`src/rtl/vjtag_led_pkg.sv`:
```
// rtl/vjtag_led_pkg.sv - shared opcodes, state/mode enums and widths for the vJTAG LED sequencer
package vjtag_led_pkg;

    localparam int LED_W = 7;

    localparam logic [7:0] OP_NOP    = 8'h00;
    localparam logic [7:0] OP_SET    = 8'h01;
    localparam logic [7:0] OP_BLINK  = 8'h02;
    localparam logic [7:0] OP_ROTATE = 8'h03;
    localparam logic [7:0] OP_STOP   = 8'h04;

    typedef enum logic [1:0] {IDLE, ARG, APPLY} seq_state_t;
    typedef enum logic [1:0] {STATIC, BLINK, ROTATE} led_mode_t;

endpackage

```
`src/rtl/vjtag_led_sequencer_tick.sv`:
```
// rtl/vjtag_led_sequencer_tick.sv - display tick prescaler, one-cycle tick every TICK_DIV clocks
module vjtag_led_tick_gen #(
    parameter int TICK_DIV = 1_000_000
) (
    input  logic clock,
    input  logic rst,
    input  logic clr,
    output logic tick
);

    localparam int CW = $clog2(TICK_DIV);

    logic [CW-1:0] r_cnt;

    always_ff @(posedge clock) begin
        if (rst || clr) begin
            r_cnt <= '0;
        end else if (r_cnt == CW'(TICK_DIV - 1)) begin
            r_cnt <= '0;
        end else begin
            r_cnt <= r_cnt + 1'b1;
        end
    end

    assign tick = (r_cnt == CW'(TICK_DIV - 1));

endmodule

```
`src/rtl/vjtag_led_sequencer.sv`:
```
// rtl/vjtag_led_sequencer.sv - two-byte command FSM driving static/blink/rotate LED patterns
// Optional argument timeout: define VJTAG_LED_SEQ_TIMEOUT_EN.
module vjtag_led_sequencer
    import vjtag_led_pkg::*;
#(
    parameter int TICK_DIV       = 1_000_000,
    parameter int TIMEOUT_CYCLES = 50_000_000
) (
    input  logic             clock,
    input  logic             rst,
    input  logic             cmd_valid,
    input  logic [7:0]       cmd_data,
    output logic             cmd_ready,
    output logic [LED_W-1:0] leds,
    output logic             busy,
    output logic             cmd_err
);

    seq_state_t       r_state, w_state_nxt;
    led_mode_t        r_mode, w_mode_nxt;
    logic [7:0]       r_opcode, r_arg;
    logic [7:0]       r_period, w_period_nxt;
    logic [7:0]       r_pcnt, w_pcnt_nxt;
    logic [LED_W-1:0] r_pattern, w_pattern_nxt;
    logic [LED_W-1:0] r_leds, w_leds_nxt;
    logic             r_phase, w_phase_nxt;
    logic             r_err, w_err_nxt;
    logic             w_accept, w_apply, w_tick, w_step, w_timeout;

    assign cmd_ready = (r_state != APPLY);
    assign busy      = (r_state != IDLE);
    assign cmd_err   = r_err;
    assign leds      = r_leds;
    assign w_accept  = cmd_valid && cmd_ready;
    assign w_apply   = (r_state == APPLY);
    assign w_step    = w_tick && ((r_pcnt + 8'd1) == r_period);

    vjtag_led_tick_gen #(.TICK_DIV(TICK_DIV)) u_tick (
        .clock (clock),
        .rst   (rst),
        .clr   (w_apply),
        .tick  (w_tick)
    );

`ifdef VJTAG_LED_SEQ_TIMEOUT_EN
    localparam int TO_W = $clog2(TIMEOUT_CYCLES + 1);
    logic [TO_W-1:0] r_to_cnt;

    // Held at zero outside ARG so every ARG entry starts a fresh wait.
    always_ff @(posedge clock) begin
        if (rst || (r_state != ARG)) begin
            r_to_cnt <= '0;
        end else if (!w_timeout) begin
            r_to_cnt <= r_to_cnt + 1'b1;
        end
    end

    assign w_timeout = (r_state == ARG) && (r_to_cnt == TO_W'(TIMEOUT_CYCLES - 1));
`else
    logic w_unused_timeout;
    assign w_unused_timeout = (TIMEOUT_CYCLES != 0);
    assign w_timeout        = 1'b0;
`endif

    always_comb begin
        w_state_nxt = r_state;
        w_err_nxt   = 1'b0;
        case (r_state)
            IDLE: begin
                if (w_accept) begin
                    if (cmd_data == OP_SET || cmd_data == OP_BLINK || cmd_data == OP_ROTATE) begin
                        w_state_nxt = ARG;
                    end else if (cmd_data == OP_STOP) begin
                        w_state_nxt = APPLY;
                    end else if (cmd_data != OP_NOP) begin
                        w_err_nxt = 1'b1;
                    end
                end
            end
            ARG: begin
                if (w_accept) begin
                    w_state_nxt = APPLY;
                end else if (w_timeout) begin
                    w_state_nxt = IDLE;
                    w_err_nxt   = 1'b1;
                end
            end
            APPLY:   w_state_nxt = IDLE;
            default: w_state_nxt = IDLE;
        endcase
    end

    // APPLY takes priority over a coincident step so a new command restarts timing cleanly.
    always_comb begin
        w_mode_nxt    = r_mode;
        w_pattern_nxt = r_pattern;
        w_period_nxt  = r_period;
        w_phase_nxt   = r_phase;
        w_pcnt_nxt    = r_pcnt;
        if (w_apply) begin
            w_pcnt_nxt  = 8'd0;
            w_phase_nxt = 1'b1;
            case (r_opcode)
                OP_SET: begin
                    w_pattern_nxt = r_arg[LED_W-1:0];
                    w_mode_nxt    = STATIC;
                end
                OP_BLINK: begin
                    w_period_nxt = (r_arg == 8'd0) ? 8'd1 : r_arg;
                    w_mode_nxt   = BLINK;
                end
                OP_ROTATE: begin
                    w_period_nxt = (r_arg == 8'd0) ? 8'd1 : r_arg;
                    w_mode_nxt   = ROTATE;
                end
                OP_STOP: w_mode_nxt = STATIC;
                default: ;
            endcase
        end else if (w_tick) begin
            if (w_step) begin
                w_pcnt_nxt = 8'd0;
                case (r_mode)
                    BLINK:   w_phase_nxt   = ~r_phase;
                    ROTATE:  w_pattern_nxt = {r_pattern[LED_W-2:0], r_pattern[LED_W-1]};
                    default: ;
                endcase
            end else begin
                w_pcnt_nxt = r_pcnt + 8'd1;
            end
        end
        w_leds_nxt = ((w_mode_nxt == BLINK) && !w_phase_nxt) ? '0 : w_pattern_nxt;
    end

    always_ff @(posedge clock) begin
        if (rst) begin
            r_state   <= IDLE;
            r_mode    <= STATIC;
            r_opcode  <= 8'h00;
            r_arg     <= 8'h00;
            r_period  <= 8'd1;
            r_pcnt    <= 8'd0;
            r_pattern <= '0;
            r_phase   <= 1'b1;
            r_leds    <= '0;
            r_err     <= 1'b0;
        end else begin
            r_state   <= w_state_nxt;
            r_mode    <= w_mode_nxt;
            r_period  <= w_period_nxt;
            r_pcnt    <= w_pcnt_nxt;
            r_pattern <= w_pattern_nxt;
            r_phase   <= w_phase_nxt;
            r_leds    <= w_leds_nxt;
            r_err     <= w_err_nxt;
            if (w_accept && r_state == IDLE) begin
                r_opcode <= cmd_data;
            end
            if (w_accept && r_state == ARG) begin
                r_arg <= cmd_data;
            end
        end
    end

endmodule

```
`config.mk`:
```
export PLATFORM = sky130hd
export DESIGN_NAME = vjtag_led_sequencer
export DESIGN_NICKNAME = d
export VERILOG_FILES = /design/src/rtl/vjtag_led_pkg.sv /design/src/rtl/vjtag_led_sequencer_tick.sv /design/src/rtl/vjtag_led_sequencer.sv
export SDC_FILE = /design/constraint.sdc
export NUM_CORES = 1
export LEC_CHECK = 0
export ABC_AREA = 1
export CAP_MARGIN = 20
export CORE_UTILIZATION = 45
export CTS_CLUSTER_DIAMETER = 100
export DETAILED_ROUTE_END_ITERATION = 10
export MAX_ROUTING_LAYER = met4
export PLACE_DENSITY = 0.6
export SETUP_SLACK_MARGIN = 0.15
export SYNTH_ARGS = -nofsm -noshare
export SYNTH_HDL_FRONTEND = slang
export SYNTH_HIERARCHICAL = 1
export SYNTH_SLANG_ARGS = --single-unit
```
`constraint.sdc`:
```
create_clock -name clock -period 5.68 [get_ports clock]
set_input_delay 0.568 -clock clock [delete_from_list [all_inputs] [get_ports clock]]
set_output_delay 0.568 -clock clock [all_outputs]
set_load 0.005 [all_outputs]
```
Word-level counts from Yosys, hierarchy flattened. Index checks and enable logic that the tools add are counted.

Register bits after elaboration: 72. Latch bits: 0. Bits in writable memories: 0. Memory bits (read-only): 0. Input port bits: 11. Logic and storage cells: 75. Memories kept: 0.

Add/sub/neg operators: 2. Multipliers: 0. Div/mod/pow operators: 0. $lt $le $gt $ge: 0. Eq/ne operators: 19. Shift-type cells: 0. Multiplexer cells: 19. Bitwise logic cells: 3. Reduce and logical (&&, ||, !) cells: 21.

Operators by type and width (count): $mux 7 (5); $eq 8x2->1 const B (4); $add 20x1->20 const B (1); $eq 20x20->1 const B (1); $eq 8x1->1 const B (2); $eq 8x3->1 const B (2); $mux 8 (2); $mux 2 (5); $reduce_or 2->1 (5); $add 8x1->8 const B (1); $eq 8x8->1 (1); $logic_not 8->1 (1); $reduce_bool 8->1 (1); $eq 2x1->1 const B (3); $ne 2x2->1 const B (3); $pmux 2 s3 (1); $logic_and 1x1->1 (5); $mux 1 (5); $reduce_or 5->1 (1); $eq 2x2->1 const B (2); $pmux 2 s2 (1); $logic_or 1x1->1 (3); $ne 3x3->1 const B (1); $not 1->1 (3); other kinds (5) (5).

Longest topological paths before layout. Gate-level depths: netlist (run 1).

Depth after elaboration: 9. Gate-level depth with buffers: 14.

Hierarchy. The synthesis (run 1) kept the hierarchy.

By module, submodules not included: vjtag_led_sequencer (instances 1, cells an instance 370, area each 2628.8 sq um); vjtag_led_tick_gen (instances 1, cells an instance 162, area each 1072.3 sq um).

Worst setup path before layout (run 1). OpenSTA, ideal clock, no wires.

Path type: register to register. Start point: register u_tick.r_cnt[0]. End point: register r_leds[4], in the netlist leds[4]. Arrival: 2306 ps. Required time: 5563 ps. Slack: 3257 ps. Cell stages (with the launch flop): 15. Period minus slack after synthesis: 2423 ps. Path through: dfxtp_1 ha_1 nand3_1 nor2_1 nand2_1 nor4_1 o21ai_0 nor2_1 nand3_1 nor2_4 nand3_4 nand2_2 nand3b_2 nand2_2 nor2_1.

Cells in the longest elaborated chain, start to end: 8. Elaborated cells between the ends (all ways): 11. Classes of those cells: eq/ne: 1; mux: 6; reduce/logical: 4.

RTL lines: start, declared (line vjtag_led_sequencer_tick.sv:13) `logic [CW-1:0] r_cnt;`; start signal, assigned (line vjtag_led_sequencer_tick.sv:21) `r_cnt <= r_cnt + 1'b1;`; $eq 20x20->1 * (line vjtag_led_sequencer_tick.sv:25) `assign tick = (r_cnt == CW'(TICK_DIV - 1));`; via w_tick (line vjtag_led_sequencer.sv:28) `logic w_accept, w_apply, w_tick, w_step, w_timeout;`; $logic_and 1x1->1 (line vjtag_led_sequencer.sv:36) `assign w_step = w_tick && ((r_pcnt + 8'd1) == r_period);`; $mux 1 (line vjtag_led_sequencer.sv:120) `if (w_step) begin`; $mux 1 (line vjtag_led_sequencer.sv:119) `end else if (w_tick) begin`; $mux 1 (line vjtag_led_sequencer.sv:100) `if (w_apply) begin`; $logic_not 1->1 (line vjtag_led_sequencer.sv:131) `w_leds_nxt = ((w_mode_nxt == BLINK) && !w_phase_nxt) ? '0 : w_pattern_nxt;`; $logic_and 1x1->1 (line vjtag_led_sequencer.sv:131); $reduce_or 2->1 (no line); end signal, assigned (line vjtag_led_sequencer.sv:153) `r_leds <= w_leds_nxt;`; end, declared (line vjtag_led_sequencer.sv:25) `logic [LED_W-1:0] r_leds, w_leds_nxt;`.

Mark *: on every way through the listed nets, which the timed path passes. The rest lies on a longest branch. A chain may end at the register's enable or synchronous reset.

Worst setup path after layout (run 1).
Start point: register u_tick.r_cnt[0]. End point: register r_leds[0], in the netlist leds[0].

The elaborated chain is that of the path after synthesis.

==> flow_summary.ini, run 1 <==
[grt]
globalRouteTotalUtil_pct = 22.11
grt_pass1_vias = 3202
antenna_found_initial = 0
gr-total-overflow = 0
wire_length_of_the_first_global_routing_pass_um = 14720
grt_max_degree = 27

[route]
vias_per_instance = 5.127
routed_wirelength_um = 8282
routed_wire_length_per_instance_um = 12.55
postRouteAntennaNets = 0
drt_first_pass_iters = 4
drc = 0
routed-via-count = 3384
drt_iter0_markers = 118

[floorplanning]
ioPinCount = 21
die_h_um = 92.69
die_w_um = 92.69
area_inside_the_core_boundary_um2 = 7848
initial_utilization_pct = 47.16
fp.dieArea_um2 = 8591
placement_rows = 32

[placement]
finalWeightedCongestion = 0.8521
io_buffer_count = 20
dpl.hpwl_um = 6124
dp_cells = 644
worst_slack_at_placement_ns = 2.713
placed_inst_area_um2 = 3985

[clock_tree]
clock_tree.root_cell = sky130_fd_sc_hd__clkbuf_8
post_cts.resized_instances = 0
cts_tree = yes
total_cts_buffers = 9
clock_tree.buffer_depth = 2
hold_buffers = 0
insertion_delay_ns = 0.35
post-cts-setup-buffers = 0
ctsHtreeMaxLevel = 3
cts_sinks = 72
clk_transition_reported_paths_ns = 0.08

[hold_path]
worst_hold_path.num_cells = 1
worst_hold_path_type = flop to flop
hold_path_sink = u_tick/r_cnt[0]
holdCritStartpoint = u_tick/r_cnt[0]

[critical_path]
cp_data_required_time_ns = 5.92
worst_setup_path_end_kind = flop
timing.rr.start = u_tick/r_cnt[0]
cp-startpoint = u_tick/r_cnt[0]
timing_worst_setup_path_type = flop to flop
r2r_end = leds[0]
reg2regPathDepth = 14
crit_fanout = 9
reg2reg_slack_ns = 2.70
crit_path_start_kind = flop
cp_data_arrival_time_ns = 3.22

[timing]
worst-slew-pin-transition_ns = 0.7574
timing.final.setup_violations = 0
final-hold-violation-count = 0
max_freq_mhz = 335.6
maxSlewHeadroom_pct = 49.23
fin_worst_hold_slack_ns = 0.4639
fin_ws_ns = 2.700
timing.final.crit_period_ns = 2.980
setup_tns_ns = 0
rsz_0062_raised_after_global_routing = no
timing.final.max_slew_violations = 0
layout_worst_path_cycle_share_pct = 52.46
worst_clock_skew_ns = 0.01117

[pwr]
report.power.total_mw = 0.9814
power_density_nw_per_um2 = 234.2
static-leakage-power_nw = 1.523
peakVddDrop_uv = 123.6

[synth]
mappedNetlistNets = 545
seq_area_frac_synth_pct = 38.95
synth_seq_cells = 72
ys_warn_count = 6
syn_avg_cell_area_um2 = 6.957
dominantRegCellSynth = sky130_fd_sc_hd__dfxtp_1
ys_async_sr_fraction_pct = 0
synth.lib_cells_used.distinct = 35
netlist_area_before_placement_um2 = 3701
synth-edff-count = 0
netlist_instances = 532

[cells_and_area]
antenna_cells_inserted = 0
fill_cell_total_of_the_finished_layout = 810
fin_cells = 660
layout.cell_area.non_filler_um2 = 4190
post-route-util_pct = 53.40
final_nets = 566
drive_above_1_share_pct = 11.65
area_growth_syn_to_layout_pct = 13.22

[run]
cap_violations = 0

[run_status]
outcome = finished, final reports clean
## how the worst max path moves through the flow
| stage | slack (ns) | depth (start not counted) | endpoint |
|---|---|---|---|
| after floorplan | 3.26 | 14 | leds[4] |
| after global placement | 2.78 | 14 | leds[5] |
| after detailed placement | 2.71 | 14 | leds[1] |
| after CTS | 2.69 | 14 | leds[0] |
| after global routing | 2.31 | 10 | leds[1] |
| final | 2.70 | 14 | leds[0] |
## cells in the mapped netlist, types with 7 or more instances
library cell | count | area [µm²]
sky130_fd_sc_hd__inv_1 | 55 | 206.5
sky130_fd_sc_hd__nand2_2 | 10 | 62.56
sky130_fd_sc_hd__nand2_1 | 93 | 349.1
sky130_fd_sc_hd__nor2_2 | 7 | 43.79
sky130_fd_sc_hd__mux2_2 | 7 | 78.83
sky130_fd_sc_hd__nor2_1 | 80 | 300.3
sky130_fd_sc_hd__clkbuf_1 | 7 | 26.28
sky130_fd_sc_hd__nand4_1 | 8 | 50.05
sky130_fd_sc_hd__nand3_1 | 54 | 270.3
sky130_fd_sc_hd__dfxtp_1 | 72 | 1441
sky130_fd_sc_hd__o21ai_0 | 37 | 185.2
sky130_fd_sc_hd__a21oi_1 | 48 | 240.2
## registers in the layout, summed over array words and instances (netlist names)
name and cells:
r_pcnt 8, r_pattern 7, r_mode 2, cmd_err 1
r_arg 8, r_phase 1, r_opcode 8, u_tick/r_cnt 20
r_period 8, leds 7, r_state 2
## kinds of logic (layout without fill, tap and decap cells)
| logic type | after synthesis | count (layout) | share of synthesized area, % |
|---|---|---|---|
| DFF | 72 | 72 | 38.95 |
| AOI/OAI and AO/OA | 96 | 96 | 13.76 |
| adders and majority gates | 2 | 2 | 0.6760 |
| xor gates and xnor gates | 8 | 8 | 1.893 |
| muxes | 7 | 7 | 2.130 |
| buffers and inverters | 71 | 97 | 7.471 |
| and+or+nand+nor | 276 | 276 | 35.13 |
## power by group
part           total, mW  switching, mW  internal (mW)
Sequential         0.516        0.00478          0.511
Combinational     0.0432         0.0269         0.0163
Clock              0.422          0.206          0.216
## metal layers
metal  vias to the layer above  routed length, µm  GRT usage [%]
met5                         -                  0              -
met4                         0                112          7.051
met3                        11                223          3.366
met2                        43               4030          38.21
met1                      1551               3915          26.45
li1                       1779                  -              -
## cell type report
| type | instances | area, µm² | area share, % |
|---|---|---|---|
| Clock buffer | 10 | 137.6 | 3.285 |
| Clock inverter | 6 | 67.56 | 1.612 |
| Inverter | 60 | 225.2 | 5.375 |
| Multi-Input combinational cell | 389 | 1983 | 47.33 |
| Sequential cell | 72 | 1441 | 34.40 |
| Tap cell | 102 | 127.6 | 3.046 |
| Timing Repair Buffer | 21 | 207.7 | 4.957 |
## placed cells by master (no fill, tap or decap), drive strengths merged
cell type	instances
a21oi	53
a31oi	1
buf	1
bufinv	1
clkbuf	10
clkdlybuf4s50	20
clkinv	2
clkinvlp	2
dfxtp	72
ha	2
inv	61
mux2	7
nand2	103
nand3	58
nand3b	4
nand4	8
nor2	93
nor3	3
nor4	4
o21ai	39
o21bai	2
o41ai	1
or2	2
or3b	1
xnor2	3
xor2	5
## critical path, cell delays in order, from the launching register on
cell and delay [ns]:
sky130_fd_sc_hd__dfxtp_1 0.38, sky130_fd_sc_hd__ha_1 0.22, sky130_fd_sc_hd__nand3_1 0.17, sky130_fd_sc_hd__nor2_1 0.19, sky130_fd_sc_hd__nand2_1 0.10, sky130_fd_sc_hd__nor4_1 0.47
sky130_fd_sc_hd__o21ai_0 0.19, sky130_fd_sc_hd__nor2_1 0.14, sky130_fd_sc_hd__nand3_1 0.12, sky130_fd_sc_hd__nor2_4 0.29, sky130_fd_sc_hd__nand3_4 0.18, sky130_fd_sc_hd__nand2_2 0.11
sky130_fd_sc_hd__nand3b_2 0.09, sky130_fd_sc_hd__nand2_2 0.15, sky130_fd_sc_hd__nor2_1 0.07
No activity file was read; power rests on OpenSTA's default activity.
==> run 2: changes to the inputs <==
--- a/config.mk
+++ b/config.mk
@@ -11,7 +11,7 @@
 export CTS_CLUSTER_DIAMETER = 100
 export DETAILED_ROUTE_END_ITERATION = 10
 export MAX_ROUTING_LAYER = met4
-export PLACE_DENSITY = 0.6
+export PLACE_DENSITY = 0.62
 export SETUP_SLACK_MARGIN = 0.15
 export SYNTH_ARGS = -nofsm -noshare
 export SYNTH_HDL_FRONTEND = slang
==> constraint.sdc (replaced) <==
create_clock -name clock -period 2.71 [get_ports clock]
set_input_delay 0.271 -clock clock [delete_from_list [all_inputs] [get_ports clock]]
set_output_delay 0.271 -clock clock [all_outputs]
set_load 0.005 [all_outputs]
==> run 2 against run 1 <==
  * Clock skew up 0.0018 ns
  * Register-to-register slack worse by 2.4 ns
  * Count of clock-buffer cells in the layout up 2
  * Global-route usage down 0.49 points
  * Die area unchanged
  * Routed wire length down 2.3%
  * Maximum frequency up 25%
  * Total power up 110%
  * First-iteration DRC count up 18%
  * Highest routed layer unchanged
  * Worst hold slack better by 0.0080 ns
  * Flip-flop and latch count unchanged
  * Worst setup slack worse by 2.4 ns
==> flow_summary.ini, run 2 (same netlist as run 1, synthesis figures left out) <==
[route]
postRouteAntennaNets = 0
drt_iter0_markers = 139
vias_per_instance = 5.103
routed_wirelength_um = 8091
routed-via-count = 3409
routed_wire_length_per_instance_um = 12.11
drc = 0
drt_first_pass_iters = 4

[critical_path]
reg2reg_slack_ns = 0.33
crit_path_start_kind = flop
crit_fanout = 8
timing_worst_setup_path_type = flop to flop
timing.rr.start = u_tick/r_cnt[0]
r2r_end = leds[5]
reg2regPathDepth = 14
cp_data_required_time_ns = 2.99
cp_data_arrival_time_ns = 2.66
worst_setup_path_end_kind = flop
cp-startpoint = u_tick/r_cnt[0]

[clock_tree]
clock_tree.root_cell = sky130_fd_sc_hd__clkbuf_8
clock_tree.buffer_depth = 2
cts_tree = yes
cts_sinks = 72
hold_buffers = 0
insertion_delay_ns = 0.34
total_cts_buffers = 9
clk_transition_reported_paths_ns = 0.08
ctsHtreeMaxLevel = 3

[floorplanning]
die_h_um = 92.69
area_inside_the_core_boundary_um2 = 7848
initial_utilization_pct = 47.16
placement_rows = 32
ioPinCount = 21
fp.dieArea_um2 = 8591
die_w_um = 92.69

[placement]
worst_slack_at_placement_ns = 0.1593
io_buffer_count = 20
dpl.hpwl_um = 5955
finalWeightedCongestion = 0.8597

[cells_and_area]
largest_register_ffs = 20
area_growth_syn_to_layout_pct = 16.36
antenna_cells_inserted = 0
largest_register = u_tick/r_cnt
final_nets = 574
drive_above_1_share_pct = 14.13
most_common_cell_after_layout_fill_and_taps_aside = sky130_fd_sc_hd__nand2_1
most-common-layout-cells = sky130_fd_sc_hd__nand2_1 (93), sky130_fd_sc_hd__nor2_1 (76), sky130_fd_sc_hd__dfxtp_1 (70), sky130_fd_sc_hd__inv_1 (55), sky130_fd_sc_hd__nand3_1 (53)
fill_cell_total_of_the_finished_layout = 792
post-route-util_pct = 54.88

[grt]
gr-total-overflow = 0
grt_pass1_vias = 3262
globalRouteTotalUtil_pct = 21.62
grt_max_degree = 27
antenna_found_initial = 0
wire_length_of_the_first_global_routing_pass_um = 14320

[timing]
worst_clock_skew_ns = 0.01294
final-hold-violation-count = 0
fin_ws_ns = 0.3317
maxSlewHeadroom_pct = 56.89
timing.final.crit_period_ns = 2.378
setup_tns_ns = 0
timing.final.setup_violations = 0
worst-slew-pin-transition_ns = 0.6459
rsz_0062_raised_after_global_routing = no
layout_worst_path_cycle_share_pct = 87.76
max_freq_mhz = 420.5
fin_worst_hold_slack_ns = 0.4720
timing.final.max_slew_violations = 0

[run_status]
outcome = finished, final reports clean

[hold_path]
hold_path_sink = u_tick/r_cnt[0]
worst_hold_path.num_cells = 1
holdCritStartpoint = u_tick/r_cnt[0]
worst_hold_path_type = flop to flop

[run]
cap_violations = 0

[pwr]
power_density_nw_per_um2 = 473.1
static-leakage-power_nw = 1.574
peakVddDrop_uv = 254.4
report.power.total_mw = 2.038
==> run 2: layout make-up <==
type / instances / area [µm²] / area share, %
clock buffers: 12 / 145.1 / 3.370
clock inverters: 4 / 53.80 / 1.249
multi-input cells: 389 / 2043 / 47.44
flip-flops and latches: 72 / 1444 / 33.53
inverters: 60 / 225.2 / 5.230
well taps: 102 / 127.6 / 2.963
repair buffers: 29 / 267.8 / 6.217
==> run 2: how the worst max path moves through the flow <==
stage | cells after the start | end
6_report | 14 | leds[5]
5_1_grt | 14 | leds[5]
4_1_cts | 14 | leds[0]
3_5_place_dp | 14 | leds[5]
3_3_place_gp | 14 | leds[5]
2_1_floorplan | 14 | leds[4]
==> run 2: critical path: stages (launching register included) <==
cell and delay [ns]:
sky130_fd_sc_hd__dfxtp_2 0.38, sky130_fd_sc_hd__ha_4 0.17, sky130_fd_sc_hd__nand3_4 0.11, sky130_fd_sc_hd__nor2_4 0.14, sky130_fd_sc_hd__nand2_1 0.12, sky130_fd_sc_hd__nor4_4 0.27
sky130_fd_sc_hd__o21ai_0 0.14, sky130_fd_sc_hd__nor2_1 0.11, sky130_fd_sc_hd__nand3_1 0.12, sky130_fd_sc_hd__nor2_4 0.13, sky130_fd_sc_hd__buf_4 0.17, sky130_fd_sc_hd__nand3_2 0.10
sky130_fd_sc_hd__nand3b_2 0.10, sky130_fd_sc_hd__nand2_4 0.10, sky130_fd_sc_hd__nor2_1 0.15
==> run 2: through the flow <==
| step | instance area (µm²) | instances |
|---|---|---|
| floorplan | 3701 | 532 |
| global placement | 4038 | 651 |
| detailed placement | 4038 | 651 |
| CTS | 4243 | 667 |
| global route | 4307 | 668 |
| finish | 4307 | 668 |
==> run 2: per-layer routing <==
layer  wire [µm]  vias up  global-route usage, %
li1            -     1796                      -
met1        3737     1550                  25.24
met2        3930       48                  36.42
met3         188       15                  2.709
met4         235        0                  11.28
met5           0        -                      -
==> run 2: what timing repair did <==
action	4_1_cts	5_1_grt
hold endpoints to repair	0	0
setup buffers	0	1
endpoints found under the setup margin	7	22
gates resized for setup	1	13
pin swaps	0	2
==> run 2: where the power goes <==
| group | leakage, nW | internal (mW) | total [mW] | switching, mW |
|---|---|---|---|---|
| Clock | 0.0928 | 0.453 | 0.857 | 0.404 |
| Sequential | 0.583 | 1.07 | 1.08 | 0.0120 |
| Combinational | 0.898 | 0.0387 | 0.0962 | 0.0575 |
